[config.mk]
export PLATFORM = sky130hd
export DESIGN_NAME = template_word_dispatch
export DESIGN_NICKNAME = d
export VERILOG_FILES = /design/src/rtl/template_word_dispatch_pkg.sv /design/src/rtl/template_word_dispatch_rr_arbiter_n.sv /design/src/rtl/template_word_dispatch.sv
export SDC_FILE = /design/constraint.sdc
export NUM_CORES = 1
export LEC_CHECK = 0
export ABC_AREA = 0
export CORE_ASPECT_RATIO = 0.7
export CORE_MARGIN = 2
export CORE_UTILIZATION = 45
export DETAILED_ROUTE_END_ITERATION = 6
export PLACE_DENSITY_LB_ADDON = 0.15
export REMOVE_ABC_BUFFERS = 1
export SETUP_SLACK_MARGIN = 0.1
export SYNTH_ARGS = -nofsm -noshare
export SYNTH_HDL_FRONTEND = slang
export SYNTH_SLANG_ARGS = --single-unit
export TNS_END_PERCENT = 30
[constraint.sdc]
create_clock -name CLK -period 4.7 [get_ports CLK]
set_input_delay 1.41 -clock CLK [delete_from_list [all_inputs] [get_ports CLK]]
set_output_delay 1.41 -clock CLK [all_outputs]
set_load 0.02 [all_outputs]
[src/rtl/template_word_dispatch_pkg.sv]
// Shared definitions for the word-storage read dispatcher: FSM encoding,
// the MSB helper macro and the byte-bus width.
`ifndef MSB
`define MSB(x) ($clog2((x) + 1) - 1)
`endif

package template_word_dispatch_pkg;

   localparam int BYTE_W = 8;

   typedef enum logic [2:0] {
      ST_IDLE       = 3'd0,
      ST_ARB        = 3'd1,
      ST_XFER       = 3'd2,
      ST_DONE       = 3'd3,
      ST_SETTLE     = 3'd4,
      ST_BCAST_WAIT = 3'd5,
      ST_BCAST      = 3'd6
   } state_e;

endpackage

[src/rtl/template_word_dispatch_rr_arbiter_n.sv]
// Round-robin arbiter: one-hot grant to the first requester after the last
// granted unit; the pointer moves only when the grant is consumed.
module rr_arbiter_n #(
   parameter int N = 4
) (
   input  logic         clk,
   input  logic         rst_n,
   input  logic [N-1:0] req,
   input  logic         advance,
   output logic [N-1:0] grant
);

   localparam int PW = (N > 1) ? $clog2(N) : 1;

   logic [PW-1:0] last_q;
   logic [PW-1:0] last_d;
   logic [PW-1:0] pick_s;
   logic [PW:0]   sum_s;
   logic          found_s;

   // Cyclic search starting one past the last granted unit.
   always_comb begin
      grant   = {N{1'b0}};
      pick_s  = last_q;
      found_s = 1'b0;
      sum_s   = {(PW+1){1'b0}};
      for (int i = 1; i <= N; i++) begin
         sum_s = {1'b0, last_q} + (PW+1)'(i);
         if (sum_s >= (PW+1)'(N)) begin
            sum_s = sum_s - (PW+1)'(N);
         end else begin
            sum_s = sum_s;
         end
         if (!found_s && req[sum_s[PW-1:0]]) begin
            found_s = 1'b1;
            pick_s  = sum_s[PW-1:0];
         end else begin
            found_s = found_s;
         end
      end
      if (found_s) begin
         grant[pick_s] = 1'b1;
      end else begin
         grant = {N{1'b0}};
      end
      last_d = (advance && found_s) ? pick_s : last_q;
   end

   always_ff @(posedge clk or negedge rst_n) begin
      if (!rst_n) begin
         last_q <= PW'(N - 1);
      end else begin
         last_q <= last_d;
      end
   end

endmodule

[src/rtl/template_word_dispatch.sv]
// Read-side scheduler for the shared word storage: grants the stored word to one
// requesting unit, streams its bytes, releases storage, and broadcasts end-of-list.
module template_word_dispatch
   import template_word_dispatch_pkg::*;
#(
   parameter int N_UNITS        = 4,
   parameter int WORD_MAX_LEN   = 64,
   parameter int RANGES_MAX     = 8,
   parameter int RANGE_INFO_MSB = 1 + `MSB(WORD_MAX_LEN - 1)
) (
   input  logic                                      CLK,
   input  logic                                      RESET_N,
   input  logic                                      src_empty,
   input  logic [BYTE_W-1:0]                         src_dout,
   output logic [`MSB(WORD_MAX_LEN-1):0]             src_rd_addr,
   output logic                                      src_set_empty,
   input  logic [RANGES_MAX*(RANGE_INFO_MSB+1)-1:0]  src_range_info,
   input  logic [15:0]                               src_word_id,
   input  logic                                      src_word_list_end,
   input  logic [N_UNITS-1:0]                        unit_req,
   output logic [N_UNITS-1:0]                        unit_wr_en,
   output logic [`MSB(WORD_MAX_LEN-1):0]             unit_wr_addr,
   output logic [BYTE_W-1:0]                         unit_dout,
   output logic [RANGES_MAX*(RANGE_INFO_MSB+1)-1:0]  unit_range_info,
   output logic [15:0]                               unit_word_id,
   output logic                                      unit_word_list_end,
   output logic [N_UNITS-1:0]                        unit_word_done,
   output logic                                      busy
);

   localparam int AW  = `MSB(WORD_MAX_LEN - 1) + 1;
   localparam int RIW = RANGES_MAX * (RANGE_INFO_MSB + 1);
   localparam logic [AW-1:0] LAST_ADDR = AW'(WORD_MAX_LEN - 1);

   state_e               state_q, state_d;
   logic [AW-1:0]        rd_addr_q, rd_addr_d;
   logic [N_UNITS-1:0]   grant_q, grant_d;
   logic [RIW-1:0]       ri_q, ri_d;
   logic [15:0]          id_q, id_d;
   logic [N_UNITS-1:0]   wr_en_q, wr_en_d;
   logic [AW-1:0]        wr_addr_q, wr_addr_d;
   logic [N_UNITS-1:0]   done_q, done_d;
   logic                 set_empty_q, set_empty_d;
   logic                 list_end_q, list_end_d;
   logic                 busy_q, busy_d;
   logic                 advance_s;
   logic                 last_strobe_s;
   logic [N_UNITS-1:0]   arb_grant_s;

   rr_arbiter_n #(
      .N(N_UNITS)
   ) u_arb (
      .clk     (CLK),
      .rst_n   (RESET_N),
      .req     (unit_req),
      .advance (advance_s),
      .grant   (arb_grant_s)
   );

   // The strobe for the final address is on the bus this cycle; XFER ends here.
   assign last_strobe_s = (|wr_en_q) && (wr_addr_q == LAST_ADDR);

   always_comb begin
      state_d     = state_q;
      rd_addr_d   = rd_addr_q;
      grant_d     = grant_q;
      ri_d        = ri_q;
      id_d        = id_q;
      wr_en_d     = {N_UNITS{1'b0}};
      wr_addr_d   = {AW{1'b0}};
      done_d      = {N_UNITS{1'b0}};
      set_empty_d = 1'b0;
      list_end_d  = 1'b0;
      advance_s   = 1'b0;
      case (state_q)
         ST_IDLE: begin
            rd_addr_d = {AW{1'b0}};
            if (!src_empty) begin
               state_d = src_word_list_end ? ST_BCAST_WAIT : ST_ARB;
            end else begin
               state_d = ST_IDLE;
            end
         end
         ST_ARB: begin
            if (|unit_req) begin
               advance_s = 1'b1;
               grant_d   = arb_grant_s;
               ri_d      = src_range_info;
               id_d      = src_word_id;
               rd_addr_d = {AW{1'b0}};
               state_d   = ST_XFER;
            end else begin
               state_d = ST_ARB;
            end
         end
         ST_XFER: begin
            // Read data lags the address by one cycle, so the bus replays the old address.
            if (last_strobe_s) begin
               rd_addr_d   = {AW{1'b0}};
               done_d      = grant_q;
               set_empty_d = 1'b1;
               state_d     = ST_DONE;
            end else begin
               rd_addr_d = (rd_addr_q == LAST_ADDR) ? {AW{1'b0}} : rd_addr_q + AW'(1);
               wr_en_d   = grant_q;
               wr_addr_d = rd_addr_q;
               state_d   = ST_XFER;
            end
         end
         ST_DONE: begin
            state_d = ST_SETTLE;
         end
         ST_SETTLE: begin
            state_d = ST_IDLE;
         end
         ST_BCAST_WAIT: begin
            if (&unit_req) begin
               done_d      = {N_UNITS{1'b1}};
               list_end_d  = 1'b1;
               set_empty_d = 1'b1;
               state_d     = ST_BCAST;
            end else begin
               state_d = ST_BCAST_WAIT;
            end
         end
         ST_BCAST: begin
            state_d = ST_SETTLE;
         end
         default: begin
            state_d = ST_IDLE;
         end
      endcase
      busy_d = (state_d != ST_IDLE);
   end

   always_ff @(posedge CLK or negedge RESET_N) begin
      if (!RESET_N) begin
         state_q     <= ST_IDLE;
         rd_addr_q   <= {AW{1'b0}};
         grant_q     <= {N_UNITS{1'b0}};
         ri_q        <= {RIW{1'b0}};
         id_q        <= 16'h0000;
         wr_en_q     <= {N_UNITS{1'b0}};
         wr_addr_q   <= {AW{1'b0}};
         done_q      <= {N_UNITS{1'b0}};
         set_empty_q <= 1'b0;
         list_end_q  <= 1'b0;
         busy_q      <= 1'b0;
      end else begin
         state_q     <= state_d;
         rd_addr_q   <= rd_addr_d;
         grant_q     <= grant_d;
         ri_q        <= ri_d;
         id_q        <= id_d;
         wr_en_q     <= wr_en_d;
         wr_addr_q   <= wr_addr_d;
         done_q      <= done_d;
         set_empty_q <= set_empty_d;
         list_end_q  <= list_end_d;
         busy_q      <= busy_d;
      end
   end

   assign src_rd_addr        = rd_addr_q;
   assign src_set_empty      = set_empty_q;
   assign unit_wr_en         = wr_en_q;
   assign unit_wr_addr       = wr_addr_q;
   assign unit_dout          = (|wr_en_q) ? src_dout : {BYTE_W{1'b0}};
   assign unit_range_info    = ri_q;
   assign unit_word_id       = id_q;
   assign unit_word_list_end = list_end_q;
   assign unit_word_done     = done_q;
   assign busy               = busy_q;

endmodule
==> results.yml, run 1 <==
outcome:
  outcome: "finished, final reports clean"
setup_path:
  required_ns: 3.29
  crit_path_end_kind: "output port"
  cp_max_fo: 1
  ff2ff_path_depth: 4
  crit_arrival_ns: 2.63
  crit_family: "buffers and inverters"
  crit_slowest_cell: "clkdlybuf4s50_1"
  crit_buf_inv: 2
  max_stage_delay_ns: 0.62
  r2r_start: "state_q[1]"
  crit_path_cell_trace: "clkdlybuf4s50_1 -> nor2b_1 -> clkdlybuf4s50_1"
  worst-setup-path-type: "in2out"
  critPathLaunch: "src_dout[4]"
  r2r_end: "grant_q[3]"
  crit_path_end: "unit_dout[4]"
  r2r_slack_ns: 2.54
  startpoint_type: "input port"
  cp_num_cells: 3
  crit_path_frequent_cell: "clkdlybuf4s50_1"
routing:
  drt_pre_antenna_iters: 4
  drt_iter0_drc: 190
  wirelength_mm: 10.9
  viasPerCell: 4.78
  drt-wirelength-per-cell_um: 14.4
  ant_nets: 0
  via_count: 3634
  drc_errors: 0
floorplan:
  core_um2: 9070
  die_h_um: 84.8
  row_count: 29
  dieArea_um2: 10100
  start_util_pct: 46.3
  die_x_um: 119
  io_pins: 191
finish:
  drive_gt1_share_pct: 4.40
  diodes: 0
  area_growth_pct: 55.4
  finalCoreUtilization_pct: 72.0
  nets: 721
clock_network:
  postCtsResizedCells: 0
  clk_pin_slew_ns: 0.06
  post_cts_buffers: 0
  cts_root_buffer: "clkbuf_16"
  cts_tree: "done"
  clock-sinks: 104
  insertion_delay_ns: 0.34
  cts_max_level: 3
  cts_inserted_buffers: 9
  cts.path.max_buffers: 2
  ctsHoldBuffers: 0
power_and_ir_drop:
  power_density_nw_per_um2: 657
  ir_worst_vdd_mv: 0.370
  p_leak_nw: 3.10
synth:
  yosys-top-cells-count: "232 x nand2_1, 102 x dfrtp_1, 14 x buf_2"
  yosysSeqAreaShare_pct: 62.0
  synth_cell_type_count: 44
  synth-edff-count: 0
  syn_area_um2: 4200
  yosysMostFrequentCell: "nand2_1"
  yosys_warnings: 0
  syn_avg_cell_area_um2: 9.38
  synth_top_cell_by_area: "dfrtp_1"
  yosysTopAreaCellShare_pct: 60.8
  synth_ff_type: "dfrtp_1"
  synthCells: 448
  ys_async_sr_fraction_pct: 100
  synth.area.top_cells: "dfrtp_1 61%, nand2_1 21%, buf_2 1.7%"
  ys_seq_elements: 104
timing:
  final_hold_viol_count: 0
  setup_viol: 0
  fmax_mhz: 248
  max_slew.worst_pin.slew_ns: 0.717
  relSlewSlack_pct: 51.7
  fin_crit_sh_pct: 86.0
  hold-worst-slack_ns: 0.473
  rsz0062_at_grt: "no"
  skew_ns: 0.00557
  drv_slew: 0
  min_period_ns: 4.04
flow_run:
  drv_cap: 0
global_route:
  grt-ovfl-total: 0
  grt_util_all_layers_pct: 22.3
  antenna_found_initial: 0
  grt_max_degree: 58
  grt_pass1_vias: 3685
  grt_pass1_wl_mm: 17.7
place:
  gp_congestion: 0.809
  numPortBuffers: 190
  hpwlAfterDp_mm: 7.78
hold_path:
  min_path_type: "reg2reg"
how the worst min path moves through the flow:
stage / start / to / cells past startpoint
4_1_cts: unit_range_info[22] / unit_range_info[22] / 2
3_5_place_dp: unit_range_info[22] / unit_range_info[22] / 2
6_report: unit_range_info[46] / unit_range_info[46] / 2
2_1_floorplan: grant_q[1] / grant_q[1] / 2
5_1_grt: unit_range_info[7] / unit_range_info[7] / 2
3_3_place_gp: unit_range_info[2] / unit_range_info[2] / 2
registers in the layout, indices dropped and copies added (netlist names):
signal / count
grant_q: 4
src_rd_addr: 6
u_arb.last_q: 2
unit_wr_en: 4
unit_word_id: 16
unit_word_list_end: 1
unit_range_info: 56
busy: 1
unit_wr_addr: 6
src_set_empty: 1
unit_word_done: 4
state_q: 3
tightest hold or removal path: stages, from the launching register on:
cell and delay, ns:
dfrtp_1 0.34, nand2_1 0.05, nand2_1 0.05
cells in the final DEF (no fill, tap or decap), types with 2 or more instances in the layout:
cell,Yosys,layout
a211oi_1,2,2
clkbuf_1,4,2
a21oi_1,6,6
nand3_1,3,3
nor3_2,1,2
dfstp_2,2,2
a22o_1,2,2
and2_1,10,10
buf_4,1,5
or2_2,2,2
mux2i_1,3,3
o21bai_1,2,2
nand4_1,3,3
o21a_1,5,5
nor2b_1,4,4
clkbuf_16,0,9
o31ai_1,3,3
inv_1,4,4
o21ai_0,5,5
bufinv_16,0,3
a22oi_1,2,2
dfrtp_1,102,102
and2b_1,5,5
nor2_1,9,9
clkdlybuf4s50_1,0,189
nand2_1,232,232
report_power, final:
part	internal, mW	total (mW)	leakage [nW]	switching, mW
sequential	1.26	1.48	1.32	0.220
clock	0.532	0.837	0.163	0.305
combinational	0.883	1.97	1.62	1.09
total	2.67	4.29	3.10	1.61
layout make-up:
cell class	count	area [um^2]
multi-input cells	318	1470
clock inverters	3	90.1
repair buffers	195	1950
clock buffers	12	246
fillers	693	2540
well taps	124	155
inverters	4	15.0
flip-flops and latches	104	2610
logic make-up after synthesis:
group / after synthesis / synth area share (%)
simple gates: 280 / 28.1
flops: 104 / 62.0
buf+inv: 26 / 3.22
fa+ha+maj: 1 / 0.298
compound gates: 34 / 5.63
mux: 3 / 0.715
layer usage:
layer  GRT usage (%)  vias up  wire length, um
li1                -     1779                -
met1            27.4     1713             4670
met2            36.5      127             5140
met3            8.60       15              940
met4            7.59        0              180
met5               0        -                0
per-stage QoR:
step	TNS [ns]	setup WS (ns)	cells	power [mW]	instance area [um^2]
5_1_grt	0	0.604	760	4.54	6530
4_1_cts	0	0.675	760	4.33	6530
2_1_floorplan	-59.20	-1.13	426	2.50	4080
6_report	0	0.660	760	4.29	6530
3_5_place_dp	0	0.679	745	3.47	6190
3_3_place_gp	0	0.717	745	3.40	6190
Power figures use the tool's default switching activity.
==> run 2, diff against run 1 <==
--- a/config.mk
+++ b/config.mk
@@ -8,7 +8,7 @@
 export ABC_AREA = 0
 export CORE_ASPECT_RATIO = 0.7
 export CORE_MARGIN = 2
-export CORE_UTILIZATION = 45
+export CORE_UTILIZATION = 42
 export DETAILED_ROUTE_END_ITERATION = 6
 export PLACE_DENSITY_LB_ADDON = 0.15
 export REMOVE_ABC_BUFFERS = 1
==> constraint.sdc (replaced) <==
create_clock -name CLK -period 3.8 [get_ports CLK]
set_input_delay 1.14 -clock CLK [delete_from_list [all_inputs] [get_ports CLK]]
set_output_delay 1.14 -clock CLK [all_outputs]
set_load 0.02 [all_outputs]
==> results.yml, run 2 (same netlist as run 1, synthesis figures left out) <==
global_route:
  grt_util_all_layers_pct: 20.4
  grt_pass1_vias: 3482
  met1_usage_pct: 27.2
  grt_pass1_wl_mm: 17.0
  grt_max_degree: 81
  antenna_found_initial: 0
  grt-ovfl-total: 0
  use_met3_pct: 7.55
  met2_usage_pct: 32.2
  top_usage_layer: "met2"
finish:
  nets: 719
  drive_gt1_share_pct: 4.26
  multiInputGateArea_um2: 1470
  fillCellCount: 757
  fin_area_um2: 6470
  final-seq-area_um2: 2610
  diodes: 0
  final_cell_mix: "232 x nand2_1, 189 x clkdlybuf4s50_1, 102 x dfrtp_1, 10 x and2_1"
  area_growth_pct: 54.0
  largest_reg_flops: 56
  stdcell_count: 762
  final_common_cell: "nand2_1"
floorplan:
  io_pins: 191
  die_x_um: 124
  dieArea_um2: 10800
  row_count: 30
  die_h_um: 87.7
  core_um2: 9720
  start_util_pct: 43.2
timing:
  setup_slack_ns: 0.342
  min_period_ns: 3.46
  fin_tns_setup_ns: 0
  drv_slew: 0
  max_slew.worst_pin.slew_ns: 1.02
  fmax_mhz: 289
  rsz0062_at_grt: "no"
  skew_ns: 0.00465
  relSlewSlack_pct: 31.3
  final_hold_viol_count: 0
  fin_crit_sh_pct: 91.0
  setup_viol: 0
power_and_ir_drop:
  combPwrFrac_pct: 47.9
  clkPwrFrac_pct: 16.3
  ir_worst_vdd_mv: 0.409
  power_density_nw_per_um2: 787
  internal_power_mw: 3.10
  p_sw_mw: 2.00
  p_leak_nw: 3.05
  sw_frac_of_total_pct: 39.2
  seq_power_share_pct: 35.9
routing:
  viasPerCell: 4.74
  ant_nets: 0
  drt_iter0_drc: 147
  drt-wirelength-per-cell_um: 14.2
  drc_errors: 0
  drt_pre_antenna_iters: 4
  wirelength_mm: 10.8
  via_count: 3610
place:
  dp_cells: 747
  hpwlAfterDp_mm: 7.72
  post-place-ws_ns: 0.331
  placed_area_um2: 6210
  gp_congestion: 0.802
  numPortBuffers: 190
setup_path:
  startpoint_type: "input port"
  critPathLaunch: "src_dout[4]"
  required_ns: 2.66
  r2r_start: "state_q[1]"
  crit_path_end_kind: "output port"
  cp_max_fo: 1
  crit_arrival_ns: 2.32
  worst-setup-path-type: "in2out"
flow_run:
  drv_cap: 0
clock_network:
  cts_root_buffer: "clkbuf_16"
  cts_tree: "done"
  cts.path.max_buffers: 2
  post_cts_buffers: 0
  postCtsResizedCells: 0
  insertion_delay_ns: 0.34
  ctsHoldBuffers: 0
  clock-sinks: 104
  clk_pin_slew_ns: 0.06
  cts_max_level: 3
  cts_inserted_buffers: 9
outcome:
  outcome: "finished, final reports clean"
hold_path:
  hp-start: "unit_range_info[23]"
  min_path_type: "reg2reg"
==> run 2: cell types whose count changed in the layout (fill, tap and decap cells not counted) <==
cell / previous run / this run
buf_12: 1 / 3
buf_4: 5 / 1
bufinv_16: 3 / 0
clkbuf_1: 2 / 1
clkbuf_8: 1 / 0
clkinv_2: 0 / 1
clkinvlp_4: 0 / 4
==> run 2: worst paths after layout <==
kind	end	slack [ns]	depth (start not counted)
max	unit_dout[4]	0.34	3
min	unit_range_info[23]	0.47	2
max reg2reg	unit_range_info[51]	1.66	5
min in group asynchronous	unit_range_info[52]	0.82	1
max in group asynchronous	unit_range_info[30]	2.24	2
min reg2reg	unit_range_info[23]	0.47	2
==> run 2: metrics by stage <==
step | utilization [%] | total power [mW] | hold WS [ns]
after floorplan | - | 3.09 | 0.463
after global placement | 63.8 | 4.23 | 0.456
after detailed placement | 63.8 | 4.30 | 0.461
after CTS | 66.6 | 5.14 | 0.477
after global routing | 66.6 | 5.45 | 0.499
final | 66.6 | 5.09 | 0.472
==> run 2: power by group through the flow <==
stage / clock network, mW / logic [mW] / registers [mW]
2_1_floorplan: 0 / 0.794 / 2.29
3_3_place_gp: 0 / 2.42 / 1.81
3_5_place_dp: 0 / 2.46 / 1.84
4_1_cts: 0.851 / 2.47 / 1.83
5_1_grt: 0.898 / 2.66 / 1.89
6_report: 0.830 / 2.44 / 1.83
==> run 2: cell type report <==
cell class                 instances  share of cell area, %
tap                              128                   2.48
inverter                           4                  0.232
clock buffer                      10                   3.54
multi-input combinational        318                   22.7
sequential                       104                   40.3
clock inverter                     5                  0.541
timing repair buffer             193                   30.3
==> run 2: layer usage <==
| metal | routed length, um | part of all wire, % | vias up |
|---|---|---|---|
| met4 | 71 | 0.66 | 0 |
| li1 | - | - | 1782 |
| met1 | 4750 | 44 | 1681 |
| met2 | 5030 | 46 | 139 |
| met5 | 0 | 0 | - |
| met3 | 990 | 9.1 | 8 |
==> run 2: worst max-delay path: stages <==
cell and delay, ns:
clkdlybuf4s50_1 0.44, nor2b_1 0.12, clkdlybuf4s50_1 0.61
==> run 3, diff against run 2 <==
--- a/config.mk
+++ b/config.mk
@@ -8,11 +8,12 @@
 export ABC_AREA = 0
 export CORE_ASPECT_RATIO = 0.7
 export CORE_MARGIN = 2
-export CORE_UTILIZATION = 42
+export CORE_UTILIZATION = 45
 export DETAILED_ROUTE_END_ITERATION = 6
 export PLACE_DENSITY_LB_ADDON = 0.15
 export REMOVE_ABC_BUFFERS = 1
 export SETUP_SLACK_MARGIN = 0.1
+export SKIP_CTS_REPAIR_TIMING = 1
 export SYNTH_ARGS = -nofsm -noshare
 export SYNTH_HDL_FRONTEND = slang
 export SYNTH_SLANG_ARGS = --single-unit
==> constraint.sdc (replaced) <==
create_clock -name CLK -period 4.5 [get_ports CLK]
set_input_delay 1.35 -clock CLK [delete_from_list [all_inputs] [get_ports CLK]]
set_output_delay 1.35 -clock CLK [all_outputs]
set_load 0.02 [all_outputs]
==> results.yml, run 3 (same netlist as run 1, synthesis figures left out) <==
outcome:
  outcome: "finished, final reports clean"
global_route:
  antenna_found_initial: 0
  grt_max_degree: 59
  grt-ovfl-total: 0
  grt_pass1_vias: 3602
  grt_util_all_layers_pct: 22.1
  grt_pass1_wl_mm: 17.8
floorplan:
  core_um2: 9070
  io_pins: 191
  die_h_um: 84.8
  start_util_pct: 46.3
  die_x_um: 119
  row_count: 29
  dieArea_um2: 10100
hold_path:
  min_path_type: "reg2reg"
  hold_path_end: "unit_word_id[1]"
  min_path_cells: 2
  hp-start: "unit_word_id[1]"
timing:
  skew_ns: 0.00492
  fmax_mhz: 257
  min_period_ns: 3.89
  setup_viol: 0
  fin_tns_setup_ns: 0
  relSlewSlack_pct: 51.0
  drv_slew: 0
  fin_crit_sh_pct: 86.4
  rsz0062_at_grt: "no"
  max_slew.worst_pin.slew_ns: 0.734
  final_hold_viol_count: 0
finish:
  final_common_cell: "nand2_1"
  nets: 721
  area_growth_pct: 54.3
  diodes: 0
  drive_gt1_share_pct: 4.55
  final_cell_mix: "232 x nand2_1, 189 x clkdlybuf4s50_1, 102 x dfrtp_1, 10 x and2_1"
  largest_reg_flops: 56
  stdcell_count: 761
routing:
  drt-wirelength-per-cell_um: 14.3
  wirelength_mm: 10.9
  via_count: 3675
  viasPerCell: 4.83
  drc_errors: 0
  drt_iter0_drc: 184
  ant_nets: 0
  drt_pre_antenna_iters: 4
clock_network:
  cts_inserted_buffers: 9
  cts_root_buffer: "clkbuf_16"
  clk_pin_slew_ns: 0.06
  cts_tree: "done"
  cts_max_level: 3
  clock-sinks: 104
  cts.path.max_buffers: 2
  insertion_delay_ns: 0.34
setup_path:
  startpoint_type: "input port"
  crit_path_end_kind: "output port"
  ff2ff_path_depth: 4
  r2r_slack_ns: 2.37
  cp_max_fo: 1
  r2r_end: "grant_q[3]"
  worst-setup-path-type: "in2out"
  crit_arrival_ns: 2.54
  required_ns: 3.15
  r2r_start: "state_q[1]"
power_and_ir_drop:
  internal_power_mw: 2.67
  power_density_nw_per_um2: 673
  seq_power_share_pct: 35.6
  p_sw_mw: 1.70
  combPwrFrac_pct: 47.0
  clkPwrFrac_pct: 17.4
  ir_worst_vdd_mv: 0.464
  sw_frac_of_total_pct: 38.9
  p_leak_nw: 3.07
  total_power_mw: 4.36
place:
  dp_cells: 745
  numPortBuffers: 190
  gp_congestion: 0.798
  hpwlAfterDp_mm: 7.79
flow_run:
  drv_cap: 0
run 3: critical path, stage by stage:
cell             delay, ns
clkdlybuf4s50_1       0.44
nor2b_1               0.13
clkdlybuf4s50_1       0.62
run 3: how the worst max path moves through the flow:
stage,startpoint,to,slack (ns)
3_5_place_dp,src_dout[7],unit_dout[7],0.60
2_1_floorplan,unit_req[0],grant_q[0],-1.27
5_1_grt,src_dout[5],unit_dout[5],0.53
3_3_place_gp,src_dout[5],unit_dout[5],0.64
6_report,src_dout[7],unit_dout[7],0.61
4_1_cts,src_dout[7],unit_dout[7],0.60
run 3: final cells by class:
type | instances | area [um^2]
clock buffers | 11 | 233
multi-input cells | 318 | 1470
clock inverters | 5 | 57.6
fillers | 705 | 2590
flip-flops and latches | 104 | 2610
well taps | 124 | 155
repair buffers | 195 | 1950
inverters | 4 | 15.0
run 3: metrics by stage:
step           area, um^2  util (%)  hold slack, ns  setup slack [ns]
2_1_floorplan        4080         -           0.463             -1.27
3_3_place_gp         6190      68.2           0.456             0.637
3_5_place_dp         6190      68.2           0.462             0.603
4_1_cts              6480      71.4           0.478             0.603
5_1_grt              6480      71.4           0.491             0.533
6_report             6480      71.4           0.475             0.613
run 3: power by group through the flow:
stage                     logic [mW]  registers (mW)  clock network (mW)
after floorplan                0.671            1.94                   0
after global placement          2.02            1.54                   0
after detailed placement        2.06            1.56                   0
after CTS                       2.07            1.55               0.780
after global routing            2.23            1.60               0.813
final                           2.05            1.55               0.761
run 3: layer usage:
| metal | wire (um) | part of all wire (%) | up-vias | GRT usage (%) |
|---|---|---|---|---|
| met5 | 0 | 0 | - | 0 |
| met4 | 170 | 1.6 | 0 | 6.63 |
| met3 | 893 | 8.2 | 14 | 7.80 |
| met2 | 5150 | 47 | 151 | 35.3 |
| met1 | 4640 | 43 | 1725 | 28.8 |
| li1 | - | - | 1785 | - |
